$ cat config.mk
export PLATFORM = sky130hd
export DESIGN_NAME = convolution_filter
export DESIGN_NICKNAME = d
export VERILOG_FILES = /design/src/rtl/convolution_filter.sv
export SDC_FILE = /design/constraint.sdc
export NUM_CORES = 2
export LEC_CHECK = 0
export ABC_AREA = 0
export CORE_MARGIN = 3
export CORE_UTILIZATION = 36
export CTS_BUF_LIST = sky130_fd_sc_hd__clkbuf_4 sky130_fd_sc_hd__clkbuf_8
export CTS_CLUSTER_SIZE = 12
export DETAILED_ROUTE_END_ITERATION = 10
export GPL_ROUTABILITY_DRIVEN = 0
export SETUP_SLACK_MARGIN = 0.15
export SYNTH_ARGS = -nofsm -noshare
export SYNTH_HDL_FRONTEND = slang
export SYNTH_SLANG_ARGS = --single-unit
$ cat constraint.sdc
create_clock -name clk -period 31.1 [get_ports clk]
set_input_delay 6.22 -clock clk [delete_from_list [all_inputs] [get_ports clk]]
set_output_delay 6.22 -clock clk [all_outputs]
set_load 0.005 [all_outputs]
$ cat src/rtl/convolution_filter.sv
// Streaming 3x3 correlation over an IM_SIZE x IM_SIZE 8-bit image with a clamped 8-bit result.
// Optional macro ABS_OUTPUT_EN: output |sum| clamped to 255 instead of clamping negatives to 0.
module convolution_filter #(
  parameter int unsigned IM_SIZE = 32
) (
  input  logic       clk,
  input  logic       rst,
  input  logic [7:0] data_i,
  input  logic       data_load,
  input  logic [7:0] coeff_in,
  input  logic       coeff_load,
  output logic [7:0] data_o,
  output logic       data_write
);

  localparam int unsigned CW = (IM_SIZE > 1) ? $clog2(IM_SIZE) : 1;
  localparam logic [CW-1:0] LastIdx = CW'(IM_SIZE - 1);
  localparam logic [CW-1:0] Two = CW'(2);

  logic        accept;
  logic [7:0]  coef_q [9];
  logic [7:0]  coef_d [9];
  logic [CW-1:0] col_q, col_d, row_q, row_d;
  logic [7:0]  lb1_q [IM_SIZE];
  logic [7:0]  lb2_q [IM_SIZE];
  logic [7:0]  win_q [3][3];
  logic [7:0]  win_d [3][3];
  logic        win_vld_q, win_vld_d;
  logic signed [16:0] prod_q [9];
  logic signed [16:0] prod_d [9];
  logic        prod_vld_q;
  logic signed [20:0] sum_q, sum_d;
  logic        sum_vld_q;
  logic signed [20:0] mag;
  logic [7:0]  out_q, out_d;
  logic        out_vld_q;

  // Coefficient loading has priority; pixels offered at the same time are dropped.
  assign accept = data_load & ~coeff_load;

  always_comb begin
    coef_d = coef_q;
    if (coeff_load) begin
      for (int i = 0; i < 8; i++) coef_d[i] = coef_q[i+1];
      coef_d[8] = coeff_in;
    end
  end

  always_comb begin
    col_d = col_q;
    row_d = row_q;
    if (accept) begin
      if (col_q == LastIdx) begin
        col_d = '0;
        row_d = (row_q == LastIdx) ? '0 : row_q + 1'b1;
      end else begin
        col_d = col_q + 1'b1;
      end
    end
  end

  // Column 2 of the window is the newest; row 2 is the current image row.
  always_comb begin
    win_d     = win_q;
    win_vld_d = accept && (row_q >= Two) && (col_q >= Two);
    if (accept) begin
      for (int i = 0; i < 3; i++) begin
        for (int j = 0; j < 2; j++) win_d[i][j] = win_q[i][j+1];
      end
      win_d[0][2] = lb2_q[col_q];
      win_d[1][2] = lb1_q[col_q];
      win_d[2][2] = data_i;
    end
  end

  always_comb begin
    for (int i = 0; i < 9; i++) begin
      prod_d[i] = $signed({9'b0, win_q[i/3][i%3]}) * $signed({{9{coef_q[i][7]}}, coef_q[i]});
    end
  end

  always_comb begin
    sum_d = '0;
    for (int i = 0; i < 9; i++) sum_d = sum_d + {{4{prod_q[i][16]}}, prod_q[i]};
  end

  always_comb begin
`ifdef ABS_OUTPUT_EN
    mag = sum_q[20] ? -sum_q : sum_q;
`else
    mag = sum_q[20] ? 21'sd0 : sum_q;
`endif
    out_d = out_q;
    if (sum_vld_q) out_d = (mag > 21'sd255) ? 8'd255 : mag[7:0];
  end

  // Line buffers are gated by the row/column counters, so they need no reset.
  always_ff @(posedge clk) begin
    if (accept) begin
      lb1_q[col_q] <= data_i;
      lb2_q[col_q] <= lb1_q[col_q];
    end
  end

  always_ff @(posedge clk or posedge rst) begin
    if (rst) begin
      for (int i = 0; i < 9; i++) begin
        coef_q[i] <= '0;
        prod_q[i] <= '0;
      end
      for (int i = 0; i < 3; i++) begin
        for (int j = 0; j < 3; j++) win_q[i][j] <= '0;
      end
      col_q      <= '0;
      row_q      <= '0;
      win_vld_q  <= 1'b0;
      prod_vld_q <= 1'b0;
      sum_q      <= '0;
      sum_vld_q  <= 1'b0;
      out_q      <= '0;
      out_vld_q  <= 1'b0;
    end else begin
      coef_q     <= coef_d;
      col_q      <= col_d;
      row_q      <= row_d;
      win_q      <= win_d;
      win_vld_q  <= win_vld_d;
      prod_q     <= prod_d;
      prod_vld_q <= win_vld_q;
      sum_q      <= sum_d;
      sum_vld_q  <= prod_vld_q;
      out_q      <= out_d;
      out_vld_q  <= sum_vld_q;
    end
  end

  assign data_o     = out_q;
  assign data_write = out_vld_q;

endmodule

* Word-level counts from Yosys, hierarchy flattened *
Memory sizes are Yosys's and may differ from the RTL's. A register that Yosys moved wholly into a read port is not among the register bits.
Cells that the tools add are included.

storage, ports and cells
  bits in registers = 332
  bits in writable memories = 512
  logic and storage cells = 71
  memories kept = 2

memory list
  name   words  width  read ports  clocked after memory_dff  write ports  line  text
  lb1_q  32     8      1           0                         1            24    logic [7:0] lb1_q [IM_SIZE];
  lb2_q  32     8      1           1                         1            25    logic [7:0] lb2_q [IM_SIZE];

cells by class
  add/subtract/negate cells = 10
  multiply operators = 9
  order comparisons = 3
  equality and inequality tests = 2
  mux-type cells = 6
  bitwise gates (word level) = 2
  reductions and logical operators = 3

operators by type and width
  operator                                                         number
  multiplier 9 x 8 -> 17 bit                                       9
  adder 21 bit                                                     4
  adder 20 x 17 -> 21 bit                                          1
  adder 19 x 17 -> 20 bit                                          1
  greater-than comparator 20 x 8 -> 1 bit (second input constant)  1
  2-to-1 mux 20 bit                                                1
  adder 18 x 17 -> 19 bit                                          1
  adder 17 x 17 -> 18 bit                                          1
  adder 5 x 1 -> 5 bit (second input constant)                     2
  == test 5 bit (second input constant)                            2
  >= comparator 5 x 2 -> 1 bit (second input constant)             2
  2-to-1 mux 5 bit                                                 2
  2-to-1 mux 8 bit                                                 1
  logical AND 1 bit                                                2
  2-to-1 mux 1 bit                                                 2
  AND reduction 2 bit                                              1
  AND 1 bit                                                        1
  inverter 1 bit                                                   1

* Depth between registers and ports, before layout *
  depth in word-level cells = 8
  depth in mapped cells = 18

* Worst setup path after synthesis *
OpenSTA, ideal clock, no wires.

  path type = in2reg
  start point = in coeff_load
  end point = mem lb1_q[11][0] (enable)
  data arrival time = 7.830 ns
  data required time = 30.712 ns
  path slack = 22.881 ns
  stages = 5
  path buffers = 2
  path through = clkbuf_1 > nor2b_1 > clkbuf_1 > nand2_1 > nor2_1

on the way
  word-level cells in the longest chain between the ends = 4

RTL lines
  what                                    line  text
  start, declared                         11    input logic coeff_load,
  inverter 1 bit                          39    assign accept = data_load & ~coeff_load;
  AND 1 bit                               39
  2-to-1 mux 1 bit                        99    if (accept) begin
  2-to-1 mux 1 bit (implied by the code)  100   lb1_q[col_q] <= data_i;
  end, declared                           24

No other way between the ends.

* Worst setup path in the final report *
  start point = in data_load
  end point = mem lb1_q[15][6] (enable)

on the way
  word-level cells in the longest chain between the ends = 3

RTL lines
  what                                    line  text
  start, declared                         9     input logic data_load,
  AND 1 bit                               39
  2-to-1 mux 1 bit                        99
  2-to-1 mux 1 bit (implied by the code)  100

No other way between the ends.

==> results.txt <==
Largest net degree at the start of global routing -> 108
Routed vias/inst -> 4.91
Tmin final -> 8.78 ns
Critical Path End Type -> flip-flop
Row cnt -> 141
Area of the mapped netlist -> 54100 um2
Part of the cycle the worst path needs -> 28.2%
Ys Warns -> 0
Slew @ Worst Pin -> 1.27 ns
Die Area -> 155000 um2
Iter 0 DRT Violations -> 2332
Yosys top cell area share -> 28.4%
Main flop type after synthesis -> edfxtp_1
Clock insertion delay at the later pin of the skew report -> 0.83 ns
Worst slew margin -> 14.7%
IO Pins -> 29
Drc violations -> 0
Starting Density -> 36.4%
Pins over their slew limit -> 0
DR vias -> 32826
Final hold viol count -> 0
Clock slew seen by the registers of the worst setup and hold paths -> 0.07 ns
Total GRT Usage -> 17.2%
Crit-path max FO -> 16
Post-synthesis async set-or-reset flop share -> 39.9%
CTS H-Tree Depth -> 4
Seq/Total Area, Yosys -> 44.2%
Post-route cell area -> 59600 um2
CP arrival -> 9.21 ns
CTS Sinks -> 852
Syn Nets -> 5420
Status -> completed
Post-DP HPWL -> 94.8 mm
Max cap viols -> 0
EDFF count, synth -> 512
Vias in the first global route -> 34485
Post-cts gate resize count -> 0
Initial antenna violation count -> 5
Drt wl/cell -> 19.6 um
Post-Route WL -> 131 mm
Placeable Area -> 149000 um2
Root Buffer -> clkbuf_8
Longest Clk Path Bufs -> 3
Mean Syn Cell Area -> 11.9 um2
Top cells by area, synth -> edfxtp_1, fa_1, dfrtp_1, ha_1, inv_1
CTS Buf Count -> 142
Grt total ovfl -> 0
DIE WIDTH -> 394 um
Synth area leader -> edfxtp_1
Multi-input logic area -> 26700 um2
RSZ-0062 raised after global routing -> no
WS Path Type -> input pin to flip-flop
Layout fillers -> 14245
Post-Synthesis Cells -> 4529
Total Nets Final -> 5460
Yosys cell types -> 70
Worst path required time -> 31.53 ns
Fin Setup TNS -> 0 ns
CP startpoint kind -> input pin
DR pass1 iterations -> 6
DP Area -> 56500 um2
Clk_skew -> 0.0455 ns
Die extent in y -> 394 um
Synthesized flop and latch total -> 852
Syn-to-layout area delta -> 10.2%
Worst hold path class -> flip-flop to flip-flop
Global-route wire length before repair -> 205 mm
Register area -> 23900 um2
IO buf count -> 28
CTS tree -> done
Hold buffer count at cts -> 0
F_max -> 114 MHz
Post-route ant nets -> 0
Final Setup Violations -> 0
Setup repair bufs after CTS -> 0
Share of cells above drive strength 1 -> 9.90%
-- worst max-delay path, stage by stage --
cell and delay [ns]:
clkdlybuf4s50_1 0.59, nor2b_4 0.58, nand2_1 0.63, nor2_1 1.17
-- placed cells by master (no fill, tap or decap), types with 13 or more instances in the layout --
master           Yosys  final
xnor2_1             89     89
nand3_1             32     32
dfrtp_1            340    338
ha_1               416    416
nand2b_1            53     52
inv_1              728    727
nor3_1              20     20
xor2_1              15     15
mux2_2              91     91
nor2_1             162    157
mux4_2              50     50
nor2b_1             27     26
and2_1             284    284
a222oi_1            13     13
o21a_1              30     30
clkinv_2             0     13
o22ai_1             65     65
clkbuf_4             0     39
fa_1               455    455
clkinv_1             1     20
a21oi_1            102    102
clkdlybuf4s50_1      0     23
nand2_1            492    487
o21ai_0             52     52
and3_1              16     16
nor4_1              26     26
buf_4                5     47
o21ai_1             15     15
mux2i_1            138    138
a31oi_1             15     15
clkbuf_8             0    156
edfxtp_1           512    512
-- layout make-up --
class / instances / share of cell area [%]
Timing Repair Buffer: 75 / 1.03
Sequential cell: 852 / 40.1
Clock inverter: 59 / 1.12
Tap cell: 2002 / 4.20
Multi-Input combinational cell: 2769 / 44.9
Antenna cell: 3 / 0.0126
Inverter: 729 / 4.60
Clock buffer: 195 / 4.09
-- registers in the layout (all words and copies together) (netlist names) --
register,cells
lb1_q,256
lb2_q,256
prod_q,153
coef_q,72
win_q,72
sum_q,21
data_o,8
col_q,5
row_q,5
data_write,1
prod_vld_q,1
sum_vld_q,1
win_vld_q,1
-- cells by family (layout without fill, tap and decap cells) --
logic type | after synthesis | after routing | share of synthesized area [%]
other cells | 0 | 3 | 0
buf+inv | 908 | 1058 | 6.49
xor+xnor | 104 | 104 | 1.68
compound gates | 381 | 381 | 4.68
fa+ha+maj | 871 | 871 | 26.5
mux | 279 | 279 | 6.53
flops | 852 | 852 | 44.2
simple gates | 1134 | 1134 | 10.0
-- final timing paths --
kind	startpoint	to	slack, ns	cells past startpoint
max	data_load	lb1_q[15][6]$_DFFE_PP_	22.32	4
min	win_vld_q$_DFF_PP0_	prod_vld_q$_DFF_PP0_	0.41	0
max reg2reg	col_q[1]$_DFFE_PP0P_	lb2_q[1][1]$_DFFE_PP_	25.46	6
min reg2reg	win_vld_q$_DFF_PP0_	prod_vld_q$_DFF_PP0_	0.41	0
max in group asynchronous	rst	sum_q[20]$_DFF_PP0_	22.54	4
min in group asynchronous	rst	win_q[66]$_DFFE_PP0P_	5.97	2
-- Yosys cell counts, drive strengths merged, types with 15 or more instances --
| cell | n |
|---|---|
| a21oi | 102 |
| a31oi | 15 |
| and2 | 285 |
| and3 | 16 |
| buf | 32 |
| clkbuf | 147 |
| dfrtp | 340 |
| edfxtp | 512 |
| fa | 455 |
| ha | 416 |
| inv | 728 |
| mux2 | 91 |
| mux2i | 138 |
| mux4 | 50 |
| nand2 | 492 |
| nand2b | 53 |
| nand3 | 32 |
| nor2 | 162 |
| nor2b | 27 |
| nor3 | 21 |
| nor4 | 26 |
| o21a | 30 |
| o21ai | 67 |
| o22ai | 65 |
| xnor2 | 89 |
| xor2 | 15 |
-- through the flow --
step	cells	hold WS [ns]	utilization [%]	setup WS, ns
5_1_grt	6683	0.406	40.1	22.12
4_1_cts	6680	0.395	40.1	22.39
2_1_floorplan	4529	0.331	-	15.46
3_5_place_dp	6426	0.365	38.0	21.45
6_report	6684	0.405	40.1	22.32
3_3_place_gp	6426	0.364	38.0	21.55
-- routing by layer --
metal / global-route usage, % / routed length [um]
met1: 23.4 / 58400
met2: 27.6 / 61800
met3: 2.99 / 7050
met4: 6.18 / 3830
met5: 0 / 0
Power is left out: the tool's default activity adds up to more than one toggle a clock period on the data nets, which glitch-free logic cannot reach.
